File: src/rtl/song_sequencer.sv
`timescale 1ns/1ps
// song_sequencer: walks the song stored in memory one 16-bit word at a time,
// separating tempo/end commands from note words and handing notes downstream.
module song_sequencer #(
  parameter int READ_WAIT   = 16,
  parameter int BPM_RESET   = 80,
  parameter int MAX_CMD_RUN = 8
) (
  input  logic        clk,
  input  logic        rst,
  input  logic        play,
  input  logic [15:0] mem_data,
  input  logic        note_done,
  output logic        mem_next,
  output logic        mem_rewind,
  output logic        note_valid,
  output logic [1:0]  mode,
  output logic [3:0]  note,
  output logic [5:0]  tone,
  output logic [7:0]  default_bpm,
  output logic        end_song,
  output logic        fault
);

  localparam int CNT_W = (READ_WAIT > 1) ? $clog2(READ_WAIT) : 1;
  localparam int RUN_W = $clog2(MAX_CMD_RUN + 1);

  localparam logic [CNT_W-1:0] WAIT_LOAD = CNT_W'(READ_WAIT - 1);
  localparam logic [RUN_W-1:0] RUN_LIMIT = RUN_W'(MAX_CMD_RUN);
  localparam logic [7:0]       BPM_INIT  = 8'(BPM_RESET);

  typedef enum logic [2:0] {
    S_IDLE,
    S_SETTLE,
    S_DECODE,
    S_PLAYING,
    S_PAUSED,
    S_ADVANCE,
    S_END,
    S_STOPPED
  } state_t;

  state_t           state, state_d;
  logic [CNT_W-1:0] wait_cnt, wait_cnt_d;
  logic [15:0]      word, word_d;
  logic [RUN_W-1:0] cmd_run, cmd_run_d;
  logic [RUN_W-1:0] run_inc;
  logic             armed, armed_d;
  logic [1:0]       mode_d;
  logic [3:0]       note_d;
  logic [5:0]       tone_d;
  logic [7:0]       bpm_d;
  logic             fault_d;

  logic is_cmd, is_end, is_rest, done_edge;

  // Word classification of the latched word.
  assign is_cmd  = (word[15:14] == 2'b11);
  assign is_end  = is_cmd && (word[7:0] == 8'h00);
  assign is_rest = !is_cmd && (word[3:0] == 4'h0);
  assign run_inc = cmd_run + RUN_W'(1);

  // A note_done level already high on entry must fall once before it counts.
  assign done_edge = armed && note_done;

  // NOTE: every signal written here gets its default first, so no path leaves
  // a value unassigned and no latch is inferred.
  always_comb begin
    state_d    = state;
    wait_cnt_d = wait_cnt;
    word_d     = word;
    cmd_run_d  = cmd_run;
    mode_d     = mode;
    note_d     = note;
    tone_d     = tone;
    bpm_d      = default_bpm;
    fault_d    = fault;

    case (state)
      S_IDLE: begin
        if (play) begin
          state_d    = S_SETTLE;
          wait_cnt_d = WAIT_LOAD;
        end
      end
      S_SETTLE: begin
        if (wait_cnt == '0) begin
          word_d  = mem_data;
          state_d = S_DECODE;
        end else begin
          wait_cnt_d = wait_cnt - CNT_W'(1);
        end
      end
      S_DECODE: begin
        if (is_end) begin
          state_d = S_END;
        end else if (is_cmd) begin
          bpm_d     = word[7:0];
          cmd_run_d = run_inc;
          if (run_inc >= RUN_LIMIT) begin
            fault_d = 1'b1;
            state_d = S_END;
          end else begin
            state_d = S_ADVANCE;
          end
        end else if (is_rest) begin
          state_d = S_ADVANCE;
        end else begin
          mode_d    = word[15:14];
          tone_d    = word[13:8];
          note_d    = word[3:0];
          cmd_run_d = '0;
          state_d   = play ? S_PLAYING : S_PAUSED;
        end
      end
      S_PLAYING: begin
        if (done_edge) begin
          state_d = S_ADVANCE;
        end else if (!play) begin
          state_d = S_PAUSED;
        end
      end
      S_PAUSED: begin
        if (play) begin
          state_d = S_PLAYING;
        end
      end
      S_ADVANCE: begin
        state_d    = S_SETTLE;
        wait_cnt_d = WAIT_LOAD;
      end
      S_END: begin
        mode_d    = '0;
        note_d    = '0;
        tone_d    = '0;
        cmd_run_d = '0;
        state_d   = S_STOPPED;
      end
      S_STOPPED: begin
        if (!play) begin
          state_d = S_IDLE;
        end
      end
      default: state_d = S_IDLE;
    endcase
  end

  // Arming restarts on every entry into PLAYING, including resume from pause.
  assign armed_d = (state == S_PLAYING) && (state_d == S_PLAYING) && (armed || !note_done);

  // NOTE: state is updated with non-blocking assignments so every register
  // samples the pre-edge values regardless of statement order.
  always_ff @(posedge clk) begin
    if (rst) begin
      state       <= S_IDLE;
      wait_cnt    <= '0;
      word        <= '0;
      cmd_run     <= '0;
      armed       <= 1'b0;
      mode        <= '0;
      note        <= '0;
      tone        <= '0;
      default_bpm <= BPM_INIT;
      fault       <= 1'b0;
      mem_next    <= 1'b0;
      mem_rewind  <= 1'b0;
      end_song    <= 1'b0;
      note_valid  <= 1'b0;
    end else begin
      state       <= state_d;
      wait_cnt    <= wait_cnt_d;
      word        <= word_d;
      cmd_run     <= cmd_run_d;
      armed       <= armed_d;
      mode        <= mode_d;
      note        <= note_d;
      tone        <= tone_d;
      default_bpm <= bpm_d;
      fault       <= fault_d;
      mem_next    <= (state_d == S_ADVANCE);
      mem_rewind  <= (state_d == S_END);
      end_song    <= (state_d == S_END);
      note_valid  <= (state_d == S_PLAYING);
    end
  end

  // ADVANCE and END are single-cycle states, so their strobes never overlap.
  a_pulse_excl: assert property (@(posedge clk) disable iff (rst) !(mem_next && mem_rewind));
  a_next_single: assert property (@(posedge clk) disable iff (rst) mem_next |=> !mem_next);

endmodule

File: config.mk
export PLATFORM = sky130hd
export DESIGN_NAME = song_sequencer
export DESIGN_NICKNAME = d
export VERILOG_FILES = /design/src/rtl/song_sequencer.sv
export SDC_FILE = /design/constraint.sdc
export NUM_CORES = 1
export LEC_CHECK = 0
export CAP_MARGIN = 20
export CORE_UTILIZATION = 45
export DETAILED_ROUTE_END_ITERATION = 8
export HOLD_SLACK_MARGIN = 0.06
export PLACE_DENSITY_LB_ADDON = 0.15
export SYNTH_ARGS = -nofsm -noshare
export SYNTH_HDL_FRONTEND = slang
export SYNTH_SLANG_ARGS = --single-unit
File: constraint.sdc
create_clock -name clk -period 5.2 [get_ports clk]
set_clock_uncertainty 0.1 [all_clocks]
set_input_delay 0.52 -clock clk [delete_from_list [all_inputs] [get_ports clk]]
set_output_delay 0.52 -clock clk [all_outputs]
set_load 0.02 [all_outputs]
# Word level (Yosys, flattened, before mapping)
# Cells that the tools add are included.
# word_totals
regBits	52
inputBits	20
output_inout_bits	25
# classes
add_sub_neg	2
n_lt_le_gt_ge	1
eq_ne	17
n_mux	31
bitwise	1
reduce_logical	20
# ops
op	n
4-bit 2-to-1 mux	8
3-bit 2-to-1 mux	10
3-bit one-hot mux with 8 select lines	1
3-bit == test (second input constant)	6
6-bit 2-to-1 mux	3
4-bit one-hot mux with 2 select lines	2
4-bit one-hot mux with 3 select lines	1
6-bit one-hot mux with 2 select lines	1
2-bit inequality test (second input constant)	5
3-bit by 2-bit == test with 1-bit output (second input constant)	3
3-bit AND reduction	3
4-bit logical NOT	2
8-bit logical NOT	1
2-bit 2-to-1 mux	4
4-bit AND reduction	2
1-bit logical AND	5
4-bit by 1-bit adder with 4-bit output (second input constant)	1
4-bit greater-or-equal comparator (second input constant)	1
2-bit one-hot mux with 2 select lines	1
4-bit by 1-bit subtractor with 4-bit output (second input constant)	1
3-bit by 1-bit == test with 1-bit output (second input constant)	1
3-bit logical NOT	1
3-bit inequality test (second input constant)	1
3-bit nonzero test	1
6 further kinds	7

# Longest topological paths before layout
# logic_depth
ltp_word	10
depth_mapped	8

# Worst setup path after synthesis
# OpenSTA, ideal clock, no wires.
# synth_timing
kind	register to register
startpoint	register word[0]
endpoint	register mem_next
arrival_ns	1.731
required_ns	5.027
path_slack_ns	3.296
path_stages_with_launch	7
synth_period_minus_slack_ns	1.904
path_cell_list	dfxtp_1 -> or4_1 -> buf_2 -> and4_4 -> a211o_1 -> a211o_1 -> nor3_2
# synth_between
elab_chain_len	7
# synth_lines
item	line_no	rtl
from (decl)	45	logic [15:0] word, word_d;
from (signal assigned)	172	word <= word_d;
4-bit logical NOT	60	assign is_rest = !is_cmd && (word[3:0] == 4'h0);
1-bit logical AND	60	
3-bit 2-to-1 mux	106	end else if (is_rest) begin
3-bit 2-to-1 mux	97	end else if (is_cmd) begin
3-bit 2-to-1 mux *	95	if (is_end) begin
3-bit one-hot mux with 8 select lines *	79	case (state)
3-bit == test *	180	mem_next <= (state_d == S_ADVANCE);
to (signal assigned)	180	
to (decl)	14	output logic mem_next,
# Mark *: on every way between the ends. The rest lies on a longest branch, timed or not.
# A chain may end at the register's enable or synchronous reset.

# Final worst setup path
# layout_timing
startpoint	register state[1]
endpoint	register default_bpm[4]
# layout_between
elab_chain_len	2
# layout_lines
item	line_no	rtl
from (decl)	43	state_t state, state_d;
from (signal assigned)	170	state <= state_d;
3-bit by 2-bit == test with 1-bit output	79	
3-bit AND reduction (no source line)	n/a	
to (signal assigned)	178	default_bpm <= bpm_d;
to (decl)	20	output logic [7:0] default_bpm,
# Every way passes these cells.

==> results.txt <==
- Later-pin clock latency in the skew report: 0.31 ns
- Summed over all layers, the global routing overflow is 0.
- Measured slew at the worst slew-check pin: 0.720 ns
- DIE WIDTH: 72.2 um
- The number of nets handed over by synthesis was 291.
- Setup TNS: 0 ns
- CTS buffer count: 5
- Counting flops with an async set or reset pin after synthesis yields a share of 0.
* Critical path's largest stage delay: 0.73 ns
* Die ar.: 5210 um2
* Die boundary height: 72.2 um
- Post-CTS setup buffer count: 0
- Normalized max-slew margin: 0.520
- In this run the power density over the cells is 290 nW/um2.
- The startpoint identified for the worst register-to-register timing path is state[1].
* Initial antenna violation count: 0
* Post-Syn Area per Cell: 8.24 um2
- Max-capacitance violation count: 0
* Layout cells sized above 1: 0.0526
* Number of buffers inserted for hold repair after clock tree synthesis: 0
* Main flop type after synthesis: dfxtp_1
- Static timing analysis puts the maximum clock frequency at 0.423 GHz.
- Hold violation total from the final report: 0
- In this run the core area contains 25 standard-cell rows.
* Multi-input gate area in the final layout: 1070 um2
* First DRT Iteration DRCs: 81
- The critical path starts at state[1].
- Compared with the post-synthesis result, the final layout area differs by 25.6%.
- For the worst setup path, the data arrival time is 2.46 ns.
- In this run the clock root is driven by a clkbuf_8.
* Run status: finished clean
- Post-CTS clock slew at the launch and capture registers of the worst setup and hold paths: 0.10 ns
* Capture endpoint of the worst hold path: tone[4]
- DRC violations left: 0
- Number of port buffers: 44
- Routed length per instance: 12.5 um
- Across all hold checks on the routed design, the worst slack comes to 0.355 ns.
- Pin count of the biggest net entering global routing: 23
- Ordered cell list for the critical path: nor3b_1 > o2111a_1 > nor2b_1 > a211o_1
- Via count of the first global-routing pass: 1796
- In this run the worst path has a maximum fanout of 15.
- Setup repair after global routing missed its margin: false
- Setup CP Type: reg2reg
- The count of nets left with antenna violations once routing finished came out at 0.
* Net count, final: 325
- The number of gates resized after CTS was 0.
- In the layout the commonest cells are nand2_1 (65), dfxtp_1 (52), clkdlybuf4s50_1 (44), a21oi_1 (36), nor2_1 (16).
- Critical Path RT: 5.30 ns
- For this configuration, the core starts out at a cell density of 0.469.
- DP HPWL: 3110 um
- Boundary pin count: 45
* Detail-routed via count per cell: 5.16
- In the global route stage, overall resource usage came out at 0.197.
* Cell type group with the largest total delay on the critical path: compound AO/OA/AOI/OAI gates
- Sequential share of the synthesized area: 0.470
- Core box area: 4720 um2
- Number of fill cells in the layout: 451
- STA classifies the critical path startpoint as a flop.
* Most common library cell in the layout ignoring fill and taps: nand2_1
* Class of the worst hold path: reg2reg
- Hold path startpoint: word[12]
- Reg2reg end: default_bpm[4]
* Buffer and inverter count on the worst path: 0
* Final max-slew violation count: 0
* Slowest stage cell on the critical path: o2111a_1
* Leakage power figure: 0.00101 uW
* Clock sink total: 52
- Subtracting the final worst setup slack from the clock period gives 2.36 ns.
- Synthesis instantiated 44 different standard cells from the library.
* Final critical-path share of the clock period: 0.454
- Number of cells on the worst hold path: 2
- Across the VDD grid, the largest voltage drop is 240 uV.
- Summing all flip-flop and latch instances after layout gives 1040 um2.
- Setup violations, final: 0
- Synthesis warning total: 0
- For flop-to-flop paths, the worst setup slack is 2.84 ns.
- Number of register bits inferred by synthesis: 52
- Clock buffer depth: 2
* Wire length after detailed routing: 4640 um
- Routability-driven placement finished with a final weighted congestion of 0.725.
- Counting flops with a built-in enable in the synthesized netlist gives 0.
- The routed layout has 1915 vias.
* Mapped Area: 2220 um2
- Clock tree from TritonCTS: built
* Diode insertion count for antenna repair: 0
- Level count of the clock H-tree: 2
* Global-route wire length before repair: 8140 um
* Type of destination of the critical path: flop
- For this run, the detailed router's first-pass iteration total came to 4.
- Worst reg2reg path depth: 4
* Gate count of the mapped netlist: 269
-- logic make-up (layout without fill, tap and decap cells) --
group                    count (synthesis)  in the layout  synth area share
AO/OA/AOI/OAI                           57             57             0.159
flip-flops                              52             52             0.470
multiplexers                             8              8            0.0361
buffers and inverters                   25             60            0.0457
XOR/XNOR                                 3              3            0.0119
adder cells (fa/ha/maj)                  3              3            0.0158
AND/OR/NAND/NOR                        121            121             0.262
-- worst max-delay path by stage --
stage | cells after the start | end
6_report | 4 | default_bpm[4]
5_1_grt | 7 | armed
4_1_cts | 7 | note_valid
3_5_place_dp | 5 | note_valid
3_3_place_gp | 4 | tone[0]
2_1_floorplan | 6 | mem_next
-- Yosys cell counts (2+ instances only) --
library cell / n / share of area
nand3b_1: 3 / 0.010
o21ai_0: 3 / 0.0068
a21o_1: 2 / 0.0068
mux2i_1: 8 / 0.036
nand2_1: 65 / 0.11
a211oi_1: 2 / 0.0068
clkbuf_1: 13 / 0.022
xnor2_1: 2 / 0.0079
buf_2: 3 / 0.0068
nand4b_1: 2 / 0.0079
nor2_1: 16 / 0.027
a21oi_1: 36 / 0.081
or4_1: 3 / 0.010
inv_1: 7 / 0.012
dfxtp_1: 52 / 0.47
nor4b_1: 3 / 0.012
nor3_1: 5 / 0.011
ha_1: 2 / 0.011
nor3b_1: 6 / 0.020
nand3_1: 4 / 0.0090
a211o_1: 6 / 0.024
nor2b_1: 4 / 0.011
-- per-stage QoR --
step           power (uW)  setup slack, ns   util  std cells  cell area [um2]
3_5_place_dp          539             2.75  0.566        363             2670
6_report              809             2.84  0.590        371             2790
3_3_place_gp          538             2.79  0.566        363             2670
4_1_cts               815             2.82  0.590        371             2790
2_1_floorplan         508             3.30      -        269             2220
5_1_grt               845             2.60  0.590        371             2790
-- state kept, by name, summed over array words and instances, names as in the netlist --
register and count:
mem_next 1, default_bpm 8, note_valid 1, mode 2, end_song 1, cmd_run 4
fault 1, armed 1, state 3, tone 6, note 4, wait_cnt 4
word 16
-- per-layer routing --
metal / GRT usage / up-vias / part of all wire
li1: - / 983 / -
met1: 0.267 / 883 / 0.50
met2: 0.308 / 47 / 0.45
met3: 0.0458 / 2 / 0.035
met4: 0.0675 / 0 / 0.0063
met5: 0 / - / 0
-- worst min-delay path, cell delays in order, from the launching register on --
cell,delay (ns)
dfxtp_1,0.32
nand2_1,0.05
a21oi_1,0.05
-- power by group --
group | leakage, uW | total (uW) | internal, uW | switching, uW
Sequential | 0.000421 | 429 | 413 | 16.2
Combinational | 0.000528 | 101 | 48.8 | 52.5
Clock | 0.0000558 | 278 | 146 | 133
-- layout make-up --
type                    instances  area share
clock buffers                   6      0.0261
well taps                      67      0.0301
inverters                       7     0.00943
multi-input cells             192       0.386
repair buffers                 45       0.161
flip-flops and latches         52       0.374
clock inverters                 2      0.0139
Power figures use the tool's default switching activity.
